File: src/rtl/sipo_deserializer.sv
// Serial-in parallel-out word receiver with valid/ready output register.
// Define SIPO_PARITY_EN to take one extra even-parity bit after each word.
module sipo_deserializer #(
    parameter int unsigned N         = 8,
    parameter bit          MSB_FIRST = 1'b1
) (
    input  logic         clk,
    input  logic         reset_n,
    input  logic         serial_in,
    input  logic         shift_en,
    input  logic         clear,
    output logic [N-1:0] data_out,
    output logic         data_valid,
    input  logic         data_ready,
    output logic         busy,
    output logic         overrun,
    output logic         parity_err
);

    localparam int unsigned CW = $clog2(N + 1);
    localparam logic [CW-1:0] LAST = CW'(N - 1);

    typedef enum logic [1:0] {IDLE, SHIFT, PARITY} state_t;

    state_t        state_q, state_d;
    logic [CW-1:0] cnt_q, cnt_d;
    logic [N-1:0]  sr_q, sr_d;
    logic [N-1:0]  data_q, data_d;
    logic          valid_q, valid_d;
    logic          ovr_q, ovr_d;
    logic          busy_q, busy_d;
    logic [N-1:0]  sr_shift;
    logic [N-1:0]  word;
    logic          accept;
    logic          done;
`ifdef SIPO_PARITY_EN
    logic          perr_q, perr_d;
    logic          word_perr;
`endif

    always_comb begin
        if (MSB_FIRST) sr_shift = {sr_q[N-2:0], serial_in};
        else           sr_shift = {serial_in, sr_q[N-1:1]};
    end

    always_comb begin
        state_d = state_q;
        cnt_d   = cnt_q;
        sr_d    = sr_q;
        data_d  = data_q;
        valid_d = valid_q;
        ovr_d   = ovr_q;
        done    = 1'b0;
        word    = sr_shift;
`ifdef SIPO_PARITY_EN
        perr_d    = perr_q;
        word_perr = 1'b0;
`endif
        accept = valid_q & data_ready;
        if (accept) valid_d = 1'b0;

        if (clear) begin
            state_d = IDLE;
            cnt_d   = '0;
            sr_d    = '0;
            ovr_d   = 1'b0;
        end else if (shift_en) begin
`ifdef SIPO_PARITY_EN
            if (state_q == PARITY) begin
                done      = 1'b1;
                word      = sr_q;
                word_perr = ^{sr_q, serial_in};
            end else if (cnt_q == LAST) begin
                sr_d    = sr_shift;
                cnt_d   = CW'(N);
                state_d = PARITY;
            end
`else
            if (cnt_q == LAST) begin
                done = 1'b1;
            end
`endif
            else begin
                sr_d    = sr_shift;
                cnt_d   = cnt_q + CW'(1);
                state_d = SHIFT;
            end

            // Output register is free if empty or being drained this edge
            if (done) begin
                state_d = IDLE;
                cnt_d   = '0;
                sr_d    = '0;
                if (!valid_q || accept) begin
                    data_d  = word;
                    valid_d = 1'b1;
`ifdef SIPO_PARITY_EN
                    perr_d  = word_perr;
`endif
                end else begin
                    ovr_d = 1'b1;
                end
            end
        end
        busy_d = (cnt_d != '0);
    end

    always_ff @(posedge clk or negedge reset_n) begin
        if (!reset_n) begin
            state_q <= IDLE;
            cnt_q   <= '0;
            sr_q    <= '0;
            data_q  <= '0;
            valid_q <= 1'b0;
            ovr_q   <= 1'b0;
            busy_q  <= 1'b0;
        end else begin
            state_q <= state_d;
            cnt_q   <= cnt_d;
            sr_q    <= sr_d;
            data_q  <= data_d;
            valid_q <= valid_d;
            ovr_q   <= ovr_d;
            busy_q  <= busy_d;
        end
    end

`ifdef SIPO_PARITY_EN
    always_ff @(posedge clk or negedge reset_n) begin
        if (!reset_n) perr_q <= 1'b0;
        else          perr_q <= perr_d;
    end
    assign parity_err = perr_q;
`else
    assign parity_err = 1'b0;
`endif

    assign data_out   = data_q;
    assign data_valid = valid_q;
    assign busy       = busy_q;
    assign overrun    = ovr_q;

endmodule

File: config.mk
export PLATFORM = sky130hd
export DESIGN_NAME = sipo_deserializer
export DESIGN_NICKNAME = d
export VERILOG_FILES = /design/src/rtl/sipo_deserializer.sv
export SDC_FILE = /design/constraint.sdc
export NUM_CORES = 1
export LEC_CHECK = 0
export CORE_ASPECT_RATIO = 0.9
export CORE_UTILIZATION = 52
export CTS_BUF_LIST = sky130_fd_sc_hd__clkbuf_4 sky130_fd_sc_hd__clkbuf_8
export DETAILED_ROUTE_END_ITERATION = 6
export GPL_TIMING_DRIVEN = 0
export PLACE_DENSITY = 0.79
export SLEW_MARGIN = 10
export SYNTH_ARGS = -nofsm -noshare
export SYNTH_HDL_FRONTEND = slang
export SYNTH_SLANG_ARGS = --single-unit
File: constraint.sdc
create_clock -name clk -period 1.9 [get_ports clk]
set_input_delay 0.38 -clock clk [delete_from_list [all_inputs] [get_ports clk]]
set_output_delay 0.38 -clock clk [all_outputs]
set_load 0.05 [all_outputs]
==> metrics.md <==
| Metric | Value |
|---|---|
| Worst Max-Slew Pin Slew | 967.6 ps |
| Initial Util | 55.80% |
| CP required | 1520 ps |
| Final antenna-violating net count | 0 |
| CP bufs+invs | 1 |
| DRC errors left | 0 |
| Diodes inserted | 0 |
| Synth unique cells | 25 |
| Critical path's top delay family | buffers and inverters |
| I/O Pins | 18 |
| Worst vdd ir | 568.5 uV |
| Worst EP arrival | between 1000 and 1500 ps |
| DP HPWL | between 1000 and 1500 um |
| Most common cell after layout, fill and taps aside | dfrtp_1 |
| RSZ-0062 raised after global routing | no |
| Final setup skew | ~9.1 ps |
| Clk slew on worst S/H paths | 120 ps |
| CTS tree | yes |
| Crit path max fanout | 2 |
| Classification of the worst setup path | register to output pin |
| Sink Count | 22 |
| H-tree Lvls | 1 |
| Mapped cell area | 938.4 sq um |
| First-pass GRT wire length | 2704 um |
| Cells after Synth | 70 |
| Core Region | 0.001682 sq mm |
| Rel. slew slack | 35.29% |
| Gpl congestion | 0.7434 |
| Share of post-route cells with drive strength above 1 | 21.98% |
| Slew Limit Fails | 0 |
| Max stage delay on crit path | around 800 ps |
| Fin crit period | approximately 1900 ps |
| Top_reg_cell synth | dfrtp_1 |
| Post-synth EDFFs | 0 |
| Post-DR vias/cell | 5.330 |
| Clock tree root driver cell | clkbuf_4 |
| Crit-path slowest cell | clkdlybuf4s50_1 |
| Yosys warns | 0 |
| Area of the die | 0.001979 sq mm |
| CTS Buf Count | 3 |
| 1st-iter DRT viols | 3 |
| Asr flop ratio synth | 100.0% |
| CTS max path bufs | 2 |
| DRT Pass-1 Iters | 4 |
| Vias | 613 |
| Largest net degree at the start of global routing | 23 |
| PortBufs | 16 |
| Die X | ~47 um |
| Gr ovfl total | 0 |
| Startpoint types | register |
| Die Ht | 42.30 um |
| Max Cap Violations | 0 |
| Vias in the first global route | 589 |
| Final Cycle Share | 97.45% |
| Routed wire per std cell | roughly 15 um |
| CP Cell Sequence | clkdlybuf4s50_1 |
| CP Capture Type | output pin |
| Post-placement setup slack | -86.70 ps |
| Worst hold path type | register to register |
| Fmax achieved | 0.5401 GHz |
| Number of cell rows | 14 |
| P_leak | ~0.67 nW |
| Net Count, Synth | 77 |
| Total wire length | 1673 um |
| PwrDens | 692.4 mW/mm^2 |
| Synthesized area per cell | 13.41 sq um |
| Most frequent cells in the layout | dfrtp_1 (22), clkdlybuf4s50_1 (11), mux2_2 (9), a22o_1 (7) |
| Nets | 99 |
| Final hold vios | 0 |
| Synth Register Bits | 22 |
| Status | finished, final reports clean |
| PnR Total Power | 0.8290 mW |
| Area growth, synth to finish | 27.60% |
| Final worst slack | 48.50 ps |
| Number of antenna violations at the first check in global routing | 0 |
| Clock Latency Late Sink | 310 ps |
| GRT Total Usage | roughly 20% |
| Final setup violation count | 0 |
| Seq/Total Area, Yosys | ~60% |
| Worst hold slack | between 500 and 600 ps |
[where the power goes]
part | internal [mW] | total, mW | leakage (nW) | switching [mW]
logic | 0.0349 | 0.0899 | 0.348 | 0.0550
registers | 0.478 | 0.486 | 0.303 | 0.00782
clock network | 0.117 | 0.253 | 0.0210 | 0.136
total | 0.630 | 0.829 | 0.672 | 0.199
[state kept, by name (all words and copies together), names as in the netlist]
name,flops
data_valid,1
overrun,1
cnt_q,4
sr_q,7
busy,1
data_out,8
[stage by stage]
step | cells | util (%) | TNS [ps] | area, sq um
final | 115 | 71.21 | 0 | 1197
after global routing | 115 | 71.21 | 0 | 1197
after CTS | 114 | 69.27 | 0 | 1165
after detailed placement | 110 | 67.11 | -1093 | 1129
after global placement | 110 | 67.11 | -440.1 | 1129
after floorplan | 70 | - | 0 | 938.4
[final timing paths]
path | from | to | slack, ps | cells past startpoint
max | data_out[1] | data_out[1] | 50 | 1
min reg2reg | data_out[3] | data_out[3] | 520 | 1
max reg2reg | cnt_q[1] | data_out[7] | 130 | 5
min | data_out[3] | data_out[3] | 520 | 1
max in group asynchronous | reset_n | sr_q[3] | 720 | 1
min in group asynchronous | reset_n | data_out[4] | 590 | 1
[worst reg2reg max path, cell delays in order (launching register included)]
cell and delay (ps):
dfrtp_1 410, ha_1 330, nand4b_2 190, nor3_4 250, buf_12 150, mux2_2 330
[final cells by class]
class | count | area (sq um)
tap | 24 | 30.03
sequential | 22 | 550.5
multi-input combinational | 42 | 359.1
buffer | 3 | 17.52
timing repair buffer | 17 | 192.7
inverter | 3 | 11.26
clock buffer | 4 | 36.28
fill | 125 | 484.2
[layer usage]
layer  share of wire [%]  track usage (%)
met5                   0                0
met4                0.66            5.143
met2                  49            29.72
met1                  44            26.88
met3                 6.2            7.759
[cell families after synthesis]
logic type	count (synthesis)	synth area share (%)
AOI/OAI and AO/OA	13	12.13
xor gates and xnor gates	2	1.867
adders and majority gates	1	1.333
buffers and inverters	6	3.067
DFF	22	58.67
muxes	10	11.87
other	1	0.3996
and+or+nand+nor	15	10.67
[synthesized netlist by cell type (2+ instances only)]
master | number | area share, %
a22o_1 | 7 | 6.5
buf_2 | 2 | 1.1
dfrtp_1 | 22 | 59
inv_1 | 3 | 1.2
mux2_2 | 9 | 11
nor2_1 | 5 | 2.0
nor2b_1 | 2 | 1.3
nor3_1 | 2 | 1.1
o21bai_1 | 2 | 1.6
[repair_timing]
action / 4_1_cts / 5_1_grt
setup buffers: 0 / 1
hold buffers: 0 / 0
endpoints found under the setup margin: 0 / 13
resized for setup: 0 / 5
Note: power is estimated with default switching activity, not from simulation.
